$ cat src/rtl/fifo_arb_pkg.sv
// rtl/fifo_arb_pkg.sv - shared types, width helpers and round-robin pick for the FIFO write arbiter
package fifo_arb_pkg;

  typedef enum logic {IDLE, OWN} arb_state_t;

  localparam int RR_MAX = 32;

  function automatic int idx_w(input int n);
    return (n > 1) ? $clog2(n) : 1;
  endfunction

  function automatic int cnt_w(input int m);
    return (m > 0) ? $clog2(m + 1) : 1;
  endfunction

  // Search starts just after the last owner, so that owner is considered last.
  function automatic logic [RR_MAX-1:0] rr_next(input logic [RR_MAX-1:0] valid,
                                                input int unsigned last,
                                                input int unsigned n);
    logic [RR_MAX-1:0] pick;
    int unsigned idx;
    pick = '0;
    for (int unsigned k = 1; k <= n; k++) begin
      idx = (last + k) % n;
      if (pick == '0 && valid[idx[4:0]]) pick[idx[4:0]] = 1'b1;
    end
    return pick;
  endfunction

endpackage

$ cat src/rtl/fifo_rr_picker.sv
// rtl/fifo_rr_picker.sv - combinational round-robin priority encoder
module fifo_rr_picker
  import fifo_arb_pkg::*;
#(
  parameter int NREQ = 4
) (
  input  logic [NREQ-1:0]          valid,
  input  logic [idx_w(NREQ)-1:0]   last,
  output logic [NREQ-1:0]          pick,
  output logic [idx_w(NREQ)-1:0]   pick_idx,
  output logic                     any
);

  localparam int IW = idx_w(NREQ);

  logic [RR_MAX-1:0] v_ext;
  logic [RR_MAX-1:0] p_ext;

  always_comb begin
    v_ext = '0;
    v_ext[NREQ-1:0] = valid;
    p_ext = rr_next(v_ext, int'(unsigned'(last)), NREQ);
    pick = p_ext[NREQ-1:0];
    pick_idx = '0;
    for (int i = 0; i < NREQ; i++) begin
      if (pick[i]) pick_idx = IW'(i);
    end
    any = |valid;
  end

endmodule

$ cat src/rtl/fifo_wr_arbiter.sv
// rtl/fifo_wr_arbiter.sv - round-robin, burst-bounded sharing of the async FIFO write port
module fifo_wr_arbiter
  import fifo_arb_pkg::*;
#(
  parameter int NREQ      = 4,
  parameter int DSIZE     = 8,
  parameter int MAX_BURST = 4
) (
  input  logic                     wclk,
  input  logic                     wrst_n,
  input  logic [NREQ-1:0]          req_valid,
  input  logic [NREQ-1:0]          req_last,
  input  logic [NREQ*DSIZE-1:0]    req_data,
  output logic [NREQ-1:0]          req_ready,
  output logic [DSIZE-1:0]         wdata,
  output logic                     winc,
  input  logic                     wfull,
  output logic [idx_w(NREQ)-1:0]   owner_id,
  output logic                     busy
);

  localparam int IW = idx_w(NREQ);
  localparam int CW = cnt_w(MAX_BURST);

  arb_state_t      state, state_d;
  logic [NREQ-1:0] gnt_q, gnt_d;
  logic [IW-1:0]   rr_last, rr_d;
  logic [CW-1:0]   beat_cnt, cnt_d;

  logic [IW-1:0]   own_idx;
  logic            acc, withdrawn, own_last, cap_hit, rel;
  logic [NREQ-1:0] cand, pick_oh;
  logic [IW-1:0]   pick_idx;
  logic            pick_any;

  always_comb begin
    own_idx = '0;
    for (int i = 0; i < NREQ; i++) begin
      if (gnt_q[i]) own_idx = IW'(i);
    end
  end

  // Ready is combinational so accepted data reaches the FIFO in the same cycle.
  assign req_ready = gnt_q & {NREQ{~wfull & wrst_n}};
  assign acc       = |(req_valid & req_ready);
  assign winc      = acc;
  assign wdata     = (|gnt_q) ? req_data[own_idx*DSIZE +: DSIZE] : '0;
  assign owner_id  = own_idx;
  assign busy      = |gnt_q;

  assign withdrawn = (state == OWN) & ~|(req_valid & gnt_q);
  assign own_last  = |(req_last & gnt_q);
  assign cap_hit   = (beat_cnt == CW'(MAX_BURST - 1));
  assign rel       = withdrawn | (acc & (own_last | cap_hit));
  assign cand      = withdrawn ? (req_valid & ~gnt_q) : req_valid;

  fifo_rr_picker #(.NREQ(NREQ)) u_picker (
    .valid    (cand),
    .last     (rr_last),
    .pick     (pick_oh),
    .pick_idx (pick_idx),
    .any      (pick_any)
  );

  always_comb begin
    state_d = state;
    gnt_d   = gnt_q;
    rr_d    = rr_last;
    cnt_d   = beat_cnt;
    case (state)
      IDLE: begin
        if (pick_any) begin
          state_d = OWN;
          gnt_d   = pick_oh;
          rr_d    = pick_idx;
          cnt_d   = '0;
        end
      end
      OWN: begin
        if (acc) cnt_d = beat_cnt + CW'(1);
        if (rel) begin
          if (pick_any) begin
            gnt_d = pick_oh;
            rr_d  = pick_idx;
            cnt_d = '0;
          end else begin
            state_d = IDLE;
            gnt_d   = '0;
            cnt_d   = '0;
          end
        end
      end
      default: begin
        state_d = IDLE;
        gnt_d   = '0;
        cnt_d   = '0;
      end
    endcase
  end

  always_ff @(posedge wclk) begin
    if (!wrst_n) begin
      state    <= IDLE;
      gnt_q    <= '0;
      rr_last  <= IW'(NREQ - 1);
      beat_cnt <= '0;
    end else begin
      state    <= state_d;
      gnt_q    <= gnt_d;
      rr_last  <= rr_d;
      beat_cnt <= cnt_d;
    end
  end

  a_gnt_onehot0 : assert property (@(posedge wclk) disable iff (!wrst_n) $onehot0(gnt_q));
  a_no_write_full : assert property (@(posedge wclk) winc |-> !wfull);

endmodule

$ cat config.mk
export PLATFORM = sky130hd
export DESIGN_NAME = fifo_wr_arbiter
export DESIGN_NICKNAME = d
export VERILOG_FILES = /design/src/rtl/fifo_arb_pkg.sv /design/src/rtl/fifo_rr_picker.sv /design/src/rtl/fifo_wr_arbiter.sv
export SDC_FILE = /design/constraint.sdc
export NUM_CORES = 1
export LEC_CHECK = 0
export BUFFER_PORTS_ARGS = -buffer_cell sky130_fd_sc_hd__clkbuf_2
export CORE_UTILIZATION = 50
export CTS_BUF_LIST = sky130_fd_sc_hd__clkbuf_8
export DETAILED_ROUTE_END_ITERATION = 12
export GPL_TIMING_DRIVEN = 1
export PLACE_DENSITY = 0.93
export SKIP_LAST_GASP = 1
export SLEW_MARGIN = 30
export SYNTH_ARGS = -nofsm -noshare
export SYNTH_HDL_FRONTEND = slang
export SYNTH_SLANG_ARGS = --single-unit
$ cat constraint.sdc
create_clock -name wclk -period 4.7 [get_ports wclk]
set_input_delay 0.47 -clock wclk [delete_from_list [all_inputs] [get_ports wclk]]
set_output_delay 0.47 -clock wclk [all_outputs]
set_load 0.05 [all_outputs]
# Word level (Yosys, flattened, before mapping)
# Index checks and enable logic that the tools add are counted.
[word_totals]
register_bits = 10
input_bits = 43
output_inout_bits = 16
elab_cells = 98
[op_classes]
addsub = 5
n_lt_le_gt_ge = 8
n_eq_ne = 4
shifts = 1
muxes = 42
bitwise_logic = 16
reduce_logical = 18
[op_table]
columns = ["cell", "n"]
rows = [
  ["32-bit logical NOT", 3],
  ["32-bit two-way mux", 2],
  ["32-bit by 4-bit bitwise OR with 32-bit output", 2],
  ["32-bit by 6-bit indexed part select with 8-bit output", 1],
  ["2-bit by 6-bit < comparator with 1-bit output (second input constant)", 4],
  ["4-bit two-way mux", 6],
  ["4-bit bitwise AND", 5],
  ["4-bit OR reduction", 5],
  ["1-bit two-way mux", 12],
  ["2-bit two-way mux", 6],
  ["3-bit two-way mux", 3],
  ["1-bit binary-select mux with 2-bit select", 4],
  ["1-bit demux with 2-bit select", 4],
  ["2-bit by 1-bit >= comparator with 1-bit output (second input constant)", 4],
  ["8-bit two-way mux", 1],
  ["4-bit one-hot mux with 2 select lines", 1],
  ["1-bit logical AND", 7],
  ["3-bit one-hot mux with 2 select lines", 1],
  ["2-bit by 1-bit adder with 2-bit output (second input constant)", 2],
  ["2-bit adder (second input constant)", 2],
  ["4-bit NOT", 1],
  ["4-bit bitwise OR", 1],
  ["2-bit one-hot mux with 2 select lines", 1],
  ["2-bit AND reduction", 2],
  ["other kinds (10)", 14],
]

# Longest topological paths before layout
# Gate-level depths: netlist of the first run.
[logic_depth]
ltp_word = 23
depth_mapped = 9
ltp_nobuf = 8

# By module
# A second synthesis of the first run with hierarchy kept.
[hier_totals]
hier_cells = 175
area_unflattened_um2 = 1352.5
[modules_own_cells]
columns = ["module", "n_inst", "cells_per_inst", "area_each_um2", "seq_area_each_um2"]
rows = [
  ["fifo_wr_arbiter", 1, 120, 865.8, 200.2],
  ["fifo_rr_picker", 1, 55, 486.7, 0.0],
]

# Worst setup path after synthesis of the first run
# No wires, ideal clock.
[synth_timing]
kind = "reg2reg"
start = "reg rr_last[0]"
end = "reg rr_last[1]"
setup_ns = 0.115
arrival_time_ns = 2.617
t_required_ns = 4.585
setup_slack_ns = 1.969
stages_incl_launch_ff = 10
path_buffers = 1
period_less_slack_ns = 2.731
path_cell_list = "dfxtp_1 inv_1 ha_1 mux4_2 buf_6 a21o_1 o21ba_2 nor4_4 a311o_1 o21a_1"
[synth_between]
elab_chain_cells = 20
elab_cells_between_ends = 50
classes_between = "add/sub: 4; order compare: 8; mux: 25; bitwise: 3; reduce/logical: 10"
[synth_rtl]
columns = ["item", "line", "source"]
rows = [
  ["from (decl)", "fifo_wr_arbiter.sv:27", "logic [IW-1:0] rr_last, rr_d;"],
  ["from (signal assigned)", "fifo_wr_arbiter.sv:105", "rr_last <= IW'(NREQ - 1);"],
  ["from (signal assigned)", "fifo_wr_arbiter.sv:110", "rr_last <= rr_d;"],
  ["2-bit by 1-bit adder with 2-bit output", "fifo_arb_pkg.sv:24", "idx = (last + k) % n;"],
  ["2-bit by 6-bit < comparator with 1-bit output (not written as such) / 2-bit by 1-bit >= comparator with 1-bit output (equally long branches)", "fifo_arb_pkg.sv:25", "if (pick == '0 && valid[idx[4:0]]) pick[idx[4:0]] = 1'b1;"],
  ["1-bit logical AND (not written as such)", "fifo_arb_pkg.sv:25", ""],
  ["1-bit two-way mux (not written as such)", "fifo_arb_pkg.sv:25", ""],
  ["1-bit demux with 2-bit select", "-", ""],
  ["4-bit two-way mux", "fifo_arb_pkg.sv:25", ""],
  ["32-bit logical NOT", "fifo_arb_pkg.sv:25", ""],
  ["1-bit logical AND", "fifo_arb_pkg.sv:25", ""],
  ["[4 not listed]", "-", ""],
  ["32-bit logical NOT", "fifo_arb_pkg.sv:25", ""],
  ["1-bit logical AND", "fifo_arb_pkg.sv:25", ""],
  ["4-bit two-way mux *", "fifo_arb_pkg.sv:25", ""],
  ["2-bit two-way mux", "fifo_rr_picker.sv:26", "if (pick[i]) pick_idx = IW'(i);"],
  ["2-bit two-way mux *", "fifo_rr_picker.sv:26", ""],
  ["2-bit two-way mux *", "fifo_wr_arbiter.sv:72, fifo_wr_arbiter.sv:82", ""],
  ["2-bit two-way mux", "fifo_wr_arbiter.sv:81", "if (rel) begin"],
  ["2-bit one-hot mux with 2 select lines *", "fifo_wr_arbiter.sv:70", "case (state)"],
]
# Mark *: on every way between the ends. The rest lies on a longest branch, timed or not. The select of a mux whose other input is x is not followed.
# A chain may end at the register's enable or synchronous reset.

# Final worst setup path of the first run
[layout_timing]
start = "reg rr_last[0]"
end = "reg rr_last[0]"
[layout_between]
elab_chain_cells = 21
elab_cells_between_ends = 51
classes_between = "add/sub: 4; order compare: 8; mux: 26; bitwise: 3; reduce/logical: 10"
[layout_rtl]
columns = ["item", "line"]
rows = [
  ["2-bit by 1-bit adder with 2-bit output", "fifo_arb_pkg.sv:24"],
  ["2-bit by 6-bit < comparator with 1-bit output (not written as such) / 2-bit by 1-bit >= comparator with 1-bit output (equally long branches)", "fifo_arb_pkg.sv:25"],
  ["1-bit logical AND (not written as such)", "fifo_arb_pkg.sv:25"],
  ["1-bit two-way mux (not written as such)", "fifo_arb_pkg.sv:25"],
  ["1-bit demux with 2-bit select", "-"],
  ["4-bit two-way mux", "fifo_arb_pkg.sv:25"],
  ["32-bit logical NOT", "fifo_arb_pkg.sv:25"],
  ["1-bit logical AND", "fifo_arb_pkg.sv:25"],
  ["[4 not listed]", "-"],
  ["32-bit logical NOT", "fifo_arb_pkg.sv:25"],
  ["1-bit logical AND", "fifo_arb_pkg.sv:25"],
  ["4-bit two-way mux", "fifo_arb_pkg.sv:25"],
  ["1-bit two-way mux", "fifo_rr_picker.sv:26"],
  ["2-bit two-way mux (2 in a row)", "fifo_rr_picker.sv:26"],
  ["2-bit two-way mux *", "fifo_wr_arbiter.sv:72, fifo_wr_arbiter.sv:82"],
  ["2-bit two-way mux", "fifo_wr_arbiter.sv:81"],
  ["2-bit one-hot mux with 2 select lines *", "fifo_wr_arbiter.sv:70"],
]
# Marks and branches as above.

==> impl_results.md, run 1 <==
* WL met2 at 1709 µm
* Gate Count Post-Synth at between 150 and 200
* Std-Cell Rows at 17
* Die W at roughly 52 µm
* H-tree Lvls at 1
* Post-CTS Hold Fix Bufs at 0
* Synth area leader: dfxtp_1
* Status: complete, no violations
* Final setup violation count at 0
* CTS Buf Count at 3
* Post-CTS Setup Inserts at 0
* Crit Path Class: flop to flop
* Worst setup EP type: flop
* Clk_lat worst skew at around 0.23 ns
* CTS resizes at 0
* EDFF count, synth at 0
* Reg clk slew, reported paths at about 0.04 ns
* Unrepaired setup endpoints after global routing: false
* Syn nets at around 220
* Final Net Count at 274
* Synth area leaders: dfxtp_1 16%, ha_1 9.9%, a21oi_1 6.3%
* Post-DP HPWL at between 2000 and 3000 µm
* Final max-slew violation count at 0
* GR Overflow Total at 0
* Worst-Margin Slew at 0.6679 ns
* Core Region at approximately 2300 µm²
* Clk root buf: clkbuf_8
* Register-to-register setup slack at about 1.7 ns
* Min cycle time layout at around 3 ns
* Setup TNS at 0 ns
* Layout cells sized above 1 at 32.88%
* Synth top area share at between 10% and 20%
* Total track usage at around a quarter
* Syn Area/Cell at around 7.7 µm²
* Routed Wire Length at 3487 µm
* Routability congestion estimate from global placement at approximately 0.86
* DR iter-0 viols at between 50 and 60
* Port buffer count at just under 60
* Initial antenna violation count at 0
* Seq/Total Area, Yosys at 15.84%
* Clk sinks at 10
* Layout area overhead at 26.34%
* CP Max Fanout at 12
* WL met1 at around 1400 µm
* Max Cap Viol at 0
* Post-route ant nets at 0
* Worst Hold Class: flop to flop
* Yosys Warn Count at 0
* Syn Std Cell Area at 1264 µm²
* Commonest non-fill, non-tap cell in the layout: clkbuf_2
* Setup Skew at roughly 0.0013 ns
* Multi-input logic area at about 1000 µm²
* Via density at ~6.2
* TritonCTS clock tree: yes
* Yosys cell types at 50
* CP startpoint kind: flop
* Synthesized flop and latch total at 10
* Antenna cells at 0
* Wirelength per Cell at 14.12 µm
* IO Count at ~60
* Fmax at 332.4 MHz
* Die height at 52.28 µm
* Critical Path AT at 3.11 ns
* Ys async rst share at 0%
* Final period utilization at 64.00%
* Storage cell area at approximately 200 µm²
* DIE AREA at 2733 µm²
* Routed met3 length at 322 µm
* Worst Path Required at between 4 and 5 ns
* Residual DRC at 0
* Drt first pass iters at 4
* Starting Density at 55.01%
* Primary FF master, synth: dfxtp_1
* First-pass GRT wire length at between 5000 and 6000 µm
* Max_slew headroom at 55.13%
* Commonest cells after routing, fill and taps aside: 58 x clkbuf_2, 20 x nor2_1, 16 x nand2_1, 16 x a21oi_1
* Clock Path Buffers at 2
* Final hold viol count at 0
* Top sig layer: met4
* Largest net degree at the start of global routing at 23
* Via count at 1525
* Fillers at a little under 200
* Vias in the first global route at between 1000 and 1500
-- logic make-up after synthesis --
group,after synthesis,synth area share [%]
AOI/OAI and AO/OA,49,25.94
adders and majority gates,10,9.901
buffers and inverters,15,5.049
DFF,10,15.84
muxes,13,14.75
and+or+nand+nor,68,28.52
-- worst max-delay path, stage by stage (launching register included) --
cell and delay (ns):
dfxtp_1 0.53, inv_1 0.19, ha_1 0.36, mux4_2 0.64, a21boi_0 0.37, nand2_1 0.16, and4b_1 0.22, a311oi_1 0.32
a32oi_1 0.10
-- cell type report --
class	instances	area share, %
clock buffers	3	2.586
well taps	28	2.194
inverters	8	1.881
repair buffers	58	18.18
multi-input cells	140	62.62
flip-flops and latches	10	12.54
-- through the flow --
| stage | hold slack [ns] | cells | setup WS (ns) | utilization, % | instance area, µm² |
|---|---|---|---|---|---|
| after global placement | 0.4678 | 244 | 1.840 | 67.70 | 1555 |
| after global routing | 0.4958 | 247 | 1.498 | 69.50 | 1597 |
| after detailed placement | 0.4731 | 244 | 1.751 | 67.70 | 1555 |
| after CTS | 0.4768 | 247 | 1.746 | 69.50 | 1597 |
| final | 0.4797 | 247 | 1.692 | 69.50 | 1597 |
| after floorplan | 0.4493 | 165 | 1.969 | - | 1264 |
-- cells in the mapped netlist (3+ instances only) --
cell      number
dfxtp_1       10
inv_1          8
and2_1         6
clkbuf_1       5
nor2b_1        3
mux4_2         3
a21o_1         3
nand2_1       16
nand3_1        3
ha_1          10
nand4_1        3
nor2_1        20
mux2i_1        7
a31oi_1        3
o21ai_0        6
a21oi_1       16
-- path summary, 6_finish.rpt --
kind	startpoint	end	depth (start not counted)
setup / recovery	rr_last[0]	rr_last[0]	8
hold / removal	beat_cnt[0]	beat_cnt[0]	2
setup reg to reg	rr_last[0]	rr_last[0]	8
hold reg to reg	beat_cnt[0]	beat_cnt[0]	2
-- registers in the layout, indices dropped and copies added, names as in the netlist --
signal	cells
gnt_q	4
beat_cnt	3
rr_last	2
state	1
-- routing by layer --
metal	vias to the layer above	track usage (%)
li1	724	-
met1	704	28.07
met2	89	50.00
met3	8	6.087
met4	0	6.140
met5	-	0
Power of run 1 is left out: the tool's default activity adds up to more than one toggle a clock period on the data nets, which glitch-free logic cannot reach.
==> run 2, diff against run 1 <==
Settings changed: ABC_AREA set to 1, CORE_UTILIZATION 50 to 48, PLACE_DENSITY 0.93 to 0.9.
Clock period 4.7 ns to 2.9 ns, I/O delays scaled along.
==> run 2 against run 1 <==
- clock-buffer cell count up 1
- hold slack worse by 0.11 ns
- final area up 4.3%
- flip-flop and latch count unchanged
- setup slack worse by 1.4 ns
- sequential share of layout area down 0.52 points
- first-iteration DRC count down 27%
- register-to-register slack worse by 1.3 ns
- die area up 5.2%
- critical path depth down 3
- global-route usage up 0.31 points
- non-clock buffer count up 1
==> impl_results.md, run 2 <==
* Post-CTS Setup Inserts at 0 (unchanged)
* Die height at 53.62 µm (+2.6%)
* Routed Wire Length at 3614 µm (+3.6%)
* Worst Hold Margin at 0.3703 ns (-0.1094 ns)
* Top-count cell post-synth: nor2_1
* Std-Cell Rows at 18 (+1)
* Starting Density at 51.15% (-3.9 points)
* Power, Total at around 1.9 mW
* Initial antenna violation count at 0 (unchanged)
* Worst Hold Class: input port to flop
* Top Registers: gnt_q x4, beat_cnt x3, rr_last x2
* Synth top area share at 15.66% (-0.19 points)
* XOR/XNOR share of the synthesized area at 0% (unchanged)
* Mux contribution to synthesized area at 0% (-15 points)
* Crit Path Class: flop to primary output
* Ys async rst share at 0% (unchanged)
* Via count at 1597 (+4.7%)
* P_leak at around 0.9 nW
* Core Region at 2500 µm² (+8.8%)
* FF-to-FF path depth at 16 (+8)
* Hold depth at 3 (+1)
* Worst Path Required at 2.61 ns (-2.19 ns)
* CTS resizes at 0 (unchanged)
* Syn Area/Cell at 5.948 µm² (-22%)
* Status: complete, no violations
* Port buffer count at 58 (unchanged)
* TritonCTS clock tree: yes
* Die W at 53.62 µm (+2.6%)
* Unrepaired setup endpoints after global routing: false
* Post-DP Area at 1610 µm² (+3.5%)
* Clk_lat worst skew at 0.24 ns (about the same)
* Max reg flops at 4 (unchanged)
* Clock Path Buffers at 2 (unchanged)
* CP Max Fanout at 12 (unchanged)
* Post-CTS Hold Fix Bufs at 0 (unchanged)
* Biggest register: gnt_q
* Total track usage at 26.27% (+0.31 points)
* Commonest non-fill, non-tap cell in the layout: clkbuf_2
* Reg clk slew, reported paths at 0.05 ns (about the same)
* Post-synthesis compound-gate area fraction at 18.79% (-7.2 points)
* Layout cells sized above 1 at 33.57% (+0.70 points)
* GR Overflow Total at 0 (unchanged)
* Residual DRC at 0 (unchanged)
* Layout area overhead at 30.24%
* Final Net Count at 331 (+21%)
* Adder-Cell Fraction of Synth Area at 9.785% (-0.12 points)
* Critical Path AT at 2.33 ns (-0.78 ns)
* Post-route ant nets at 0 (unchanged)
* DR iter-0 viols at 37 (-27%)
* Largest family of logic cells by synthesized area: simple AND/OR/NAND/NOR gates
* Wirelength per Cell at 11.77 µm (-17%)
* Top cells by count, synth: 44 x nor2_1, 32 x nand2_1, 22 x inv_1, 19 x nand3_1, 19 x o21ai_0
* Drt first pass iters at 4 (unchanged)
* Yosys cell types at 25 (-50%)
* Commonest cells after routing, fill and taps aside: 58 x clkbuf_2, 44 x nor2_1, 32 x nand2_1
* Synthesized flop and latch total at 10 (unchanged)
* Worst setup EP type: primary output
* Syn Std Cell Area at 1279 µm² (+1.2%)
* CP startpoint kind: flop
* DIE AREA at 2875 µm² (+5.2%)
* CTS Buf Count at 3 (unchanged)
* Post-Synth Simple-Gate Area at 46.38% (+18 points)
* Setup TNS at 0 ns (unchanged)
* Synth area leaders: dfxtp_1 16%, nor2_1 13%, ha_1 9.8%
* Largest net degree at the start of global routing at 13 (-43%)
* Yosys Warn Count at 0 (unchanged)
* Clk root buf: clkbuf_8
* Max_slew headroom at 51.67% (-3.5 points)
* Setup Skew at 0.001081 ns (-0.0002508 ns)
* Routability congestion estimate from global placement at 0.7876 (-7.9%)
* Worst-Margin Slew at 0.7190 ns (+0.05107 ns)
* Min cycle time layout at about 2.6 ns
* Post-DP HPWL at 2863 µm (+5.8%)
* Gate Count Post-Synth at 215 (+30%)
* Syn nets at 268 (+23%)
* Antenna cells at 0 (unchanged)
* Fmax at approximately 380 MHz
* Via density at 5.202 (-16%)
* Clk sinks at 10 (unchanged)
* Power Dens Cells at around 1100 nW/µm²
* Final hold viol count at 0 (unchanged)
* Final setup violation count at 0 (unchanged)
* First-pass GRT wire length at 5589 µm (+5.2%)
* Max Cap Viol at 0 (unchanged)
* EDFF count, synth at 0 (unchanged)
* Final Cell Area at 1665 µm² (+4.3%)
* H-tree Lvls at 1 (unchanged)
* Vias in the first global route at 1397 (+6.3%)
* Synth area leader: dfxtp_1
* Max IR drop VDD at slightly below 0.8 mV
* Primary FF master, synth: dfxtp_1
* Final period utilization at around nine tenths
* Seq/Total Area, Yosys at 15.66% (-0.19 points)
* Final max-slew violation count at 0 (unchanged)
* IO Count at 59 (unchanged)
==> run 2: metal layers <==
metal,up-vias,wire length [µm],track usage (%)
met3,13,205,3.672
met5,-,0,0
li1,829,-,-
met2,53,1754,43.75
met4,0,92,14.91
met1,702,1562,32.14
==> run 2: worst paths after layout <==
| check | end | start | slack (ns) |
|---|---|---|---|
| max | wdata[0] | gnt_q[1] | 0.28 |
| min | gnt_q[0] | wrst_n | 0.37 |
| min reg2reg | beat_cnt[1] | beat_cnt[1] | 0.51 |
| max reg2reg | rr_last[0] | rr_last[0] | 0.37 |
==> run 2: cells by family (layout without fill, tap and decap cells) <==
kind of cell,after synthesis,count (layout)
compound gates,42,42
simple gates,121,121
fa+ha+maj,10,10
flops,10,10
buf+inv,32,94
==> run 2: metrics by stage <==
stage / worst slack (ns) / util, % / std cells
2_1_floorplan: 0.3771 / - / 215
3_3_place_gp: 0.5673 / 64.41 / 303
3_5_place_dp: 0.4223 / 64.41 / 303
4_1_cts: 0.3070 / 66.62 / 307
5_1_grt: 0.08230 / 66.62 / 307
6_report: 0.2831 / 66.62 / 307
==> run 2: final cells by class <==
type / instances / area, µm²
clock buffers: 4 / 55.05
fillers: 242 / 834.6
inverters: 31 / 116.4
multi-input cells: 173 / 958.4
well taps: 30 / 37.54
repair buffers: 59 / 297.8
flip-flops and latches: 10 / 200.2
==> run 2: where the power goes <==
| part | leakage [nW] | switching [mW] | internal [mW] | total, mW |
|---|---|---|---|---|
| Clock | 0.0288 | 0.0564 | 0.119 | 0.176 |
| Sequential | 0.0823 | 0.0526 | 0.170 | 0.223 |
| Combinational | 0.798 | 1.05 | 0.458 | 1.51 |
==> run 2: critical path, cell delays in order, from the launching register on <==
cell	delay (ns)
dfxtp_1	0.45
a21oi_1	0.64
clkinv_1	0.42
o21ai_0	0.25
a21oi_1	0.08
clkbuf_2	0.24
(Power assumes the default switching activity.)
==> run 3, diff against run 2 <==
Settings changed: CORE_ASPECT_RATIO set to 1.2.
==> run 3 against run 2 <==
- final cell count rose by 0.98%
- fmax rose by 1.9%
- clock power fell by 18%
- sequential share of layout area barely moved
- critical path depth did not move
- register-to-register slack improved by 0.08 ns
- flip-flop and latch count did not move
- largest power group unchanged
==> impl_results.md, run 3 (synthesis gave the netlist of run 2 again) <==
* Final max-slew violation count at 0 (unchanged)
* Core Region at 2527 µm² (+1.1%)
* CP startpoint kind: flop
* Crit Path Class: flop to primary output
* Max reg flops at 4 (unchanged)
* Commonest cells after routing, fill and taps aside: 58 x clkbuf_2, 44 x nor2_1, 32 x nand2_1
* Final hold viol count at 0 (unchanged)
* Clk sinks at 10 (unchanged)
* H-tree Lvls at 1 (unchanged)
* Critical path cell sequence: a21oi_1, clkinv_1, o21ai_0, a21oi_1, clkbuf_2
* P_leak at 0.9060 nW (-0.28%)
* Routability congestion estimate from global placement at 0.8866 (+13%)
* IO Count at 59 (unchanged)
* Post-DP HPWL at 2868 µm (+0.15%)
* Worst setup EP type: primary output
* GR Overflow Total at 0 (unchanged)
* Total track usage at 25.75% (-0.51 points)
* Max_slew headroom at 52.04% (+0.37 points)
* Critical Path AT at 2.28 ns (-0.05 ns)
* Worst Path Required at 2.61 ns (about the same)
* Fillers at 239 (-1.2%)
* TritonCTS clock tree: yes
* Post-DP Area at 1622 µm² (+0.70%)
* Post-route ant nets at 0 (unchanged)
* Die height at 58.54 µm (+9.2%)
* Final period utilization at 88.52% (-1.7 points)
* Largest delay share family, worst path: compound AO/OA/AOI/OAI gates
* Worst Hold Class: input port to flop
* Drt first pass iters at 4 (unchanged)
* CTS resizes at 0 (unchanged)
* Hold Startpoint: wrst_n
* WP buf/inv at 2 (unchanged)
* Wirelength per Cell at 11.12 µm (-5.6%)
* CP Max Fanout at 12 (unchanged)
* Fmax at 389.6 MHz (+1.9%)
* Port buffer count at 58 (unchanged)
* Setup TNS at 0 ns (unchanged)
* Post-CTS Setup Inserts at 0 (unchanged)
* Clock Path Buffers at 2 (unchanged)
* Top Registers: gnt_q x4, beat_cnt x3, rr_last x2
* Vias in the first global route at 1432 (+2.5%)
* Starting Density at 50.59% (-0.56 points)
* Critical path's slowest cell: a21oi_1
* Routed Wire Length at 3446 µm (-4.6%)
* Largest net degree at the start of global routing at 13 (unchanged)
* Antenna cells at 0 (unchanged)
* DIE AREA at 2875 µm² (about the same)
* Power, Total at 1.864 mW (-2.4%)
* Worst R2R Start: rr_last[0]
* Residual DRC at 0 (unchanged)
* Biggest register: gnt_q
* Final setup violation count at 0 (unchanged)
* Clk_lat worst skew at 0.24 ns (about the same)
* Via count at 1587 (-0.63%)
* Reg clk slew, reported paths at 0.05 ns (about the same)
* Max Cap Viol at 0 (unchanged)
* Origin of the worst setup path: gnt_q[1]
* Status: complete, no violations
* Worst-Margin Slew at 0.7135 ns (-0.005482 ns)
* Layout cells sized above 1 at 33.57% (unchanged)
* Final Cell Area at 1663 µm² (-0.15%)
* Post-CTS Hold Fix Bufs at 0 (unchanged)
* Layout area overhead at 30.04%
* Clk root buf: clkbuf_8
* First-pass GRT wire length at 5961 µm (+6.7%)
* Max IR drop VDD at 0.7336 mV (-6.7%)
* Power Dens Cells at 1121 nW/µm² (-2.2%)
* Std-Cell Rows at 20 (+2)
* Initial antenna violation count at 0 (unchanged)
* Worst Setup Slack, final at 0.3330 ns (+0.04986 ns)
* Worst path max stage delay at 0.59 ns (-0.05 ns)
* Commonest non-fill, non-tap cell in the layout: clkbuf_2
* Worst slack at placement at 0.4680 ns (+0.04567 ns)
* DR iter-0 viols at 44 (+19%)
* CTS Buf Count at 3 (unchanged)
* Via density at 5.119 (-1.6%)
* Min cycle time layout at 2.567 ns (-0.04986 ns)
* Final Net Count at 332 (+0.30%)
* Most frequent CP cell: a21oi_1
* Setup Skew at 0.002092 ns (+0.001010 ns)
* Unrepaired setup endpoints after global routing: false
* Die W at 49.12 µm (-8.4%)
run 3: tightest hold or removal path: stages:
cell	delay (ns)
clkbuf_2	0.12
nand3_1	0.08
o21ai_1	0.06
run 3: final timing paths:
check / end / slack [ns] / depth (start not counted)
worst max-delay path: wdata[2] / 0.33 / 5
worst min-delay path: gnt_q[0] / 0.35 / 3
worst max register to register: rr_last[0] / 0.45 / 16
worst min register to register: beat_cnt[1] / 0.50 / 2
run 3: stage by stage:
step	util, %	hold WS [ns]	std cells
floorplan	-	0.4357	215
global placement	64.16	0.4901	307
detailed placement	64.16	0.4964	307
CTS	65.79	0.3577	310
global route	65.79	0.3814	310
finish	65.79	0.3523	310
run 3: power breakdown:
group	internal, mW	switching (mW)	total [mW]
clock network	0.0908	0.0533	0.144
logic	0.468	1.03	1.50
registers	0.170	0.0519	0.222
run 3: routing by layer:
layer | vias to the layer above | global-route usage, % | part of all wire (%)
met1 | 686 | 30.20 | 43
li1 | 826 | - | -
met3 | 11 | 3.359 | 6.2
met5 | - | 0 | 0
met2 | 64 | 46.77 | 48
met4 | 0 | 10.92 | 2.3
run 3: cell type report:
type | count | area, µm² | share of cell area [%]
Inverter | 31 | 116.4 | 6.998
Tap cell | 33 | 41.29 | 2.483
Timing Repair Buffer | 60 | 305.3 | 18.36
Multi-Input combinational cell | 173 | 958.4 | 57.64
Sequential cell | 10 | 200.2 | 12.04
Clock buffer | 3 | 41.29 | 2.483
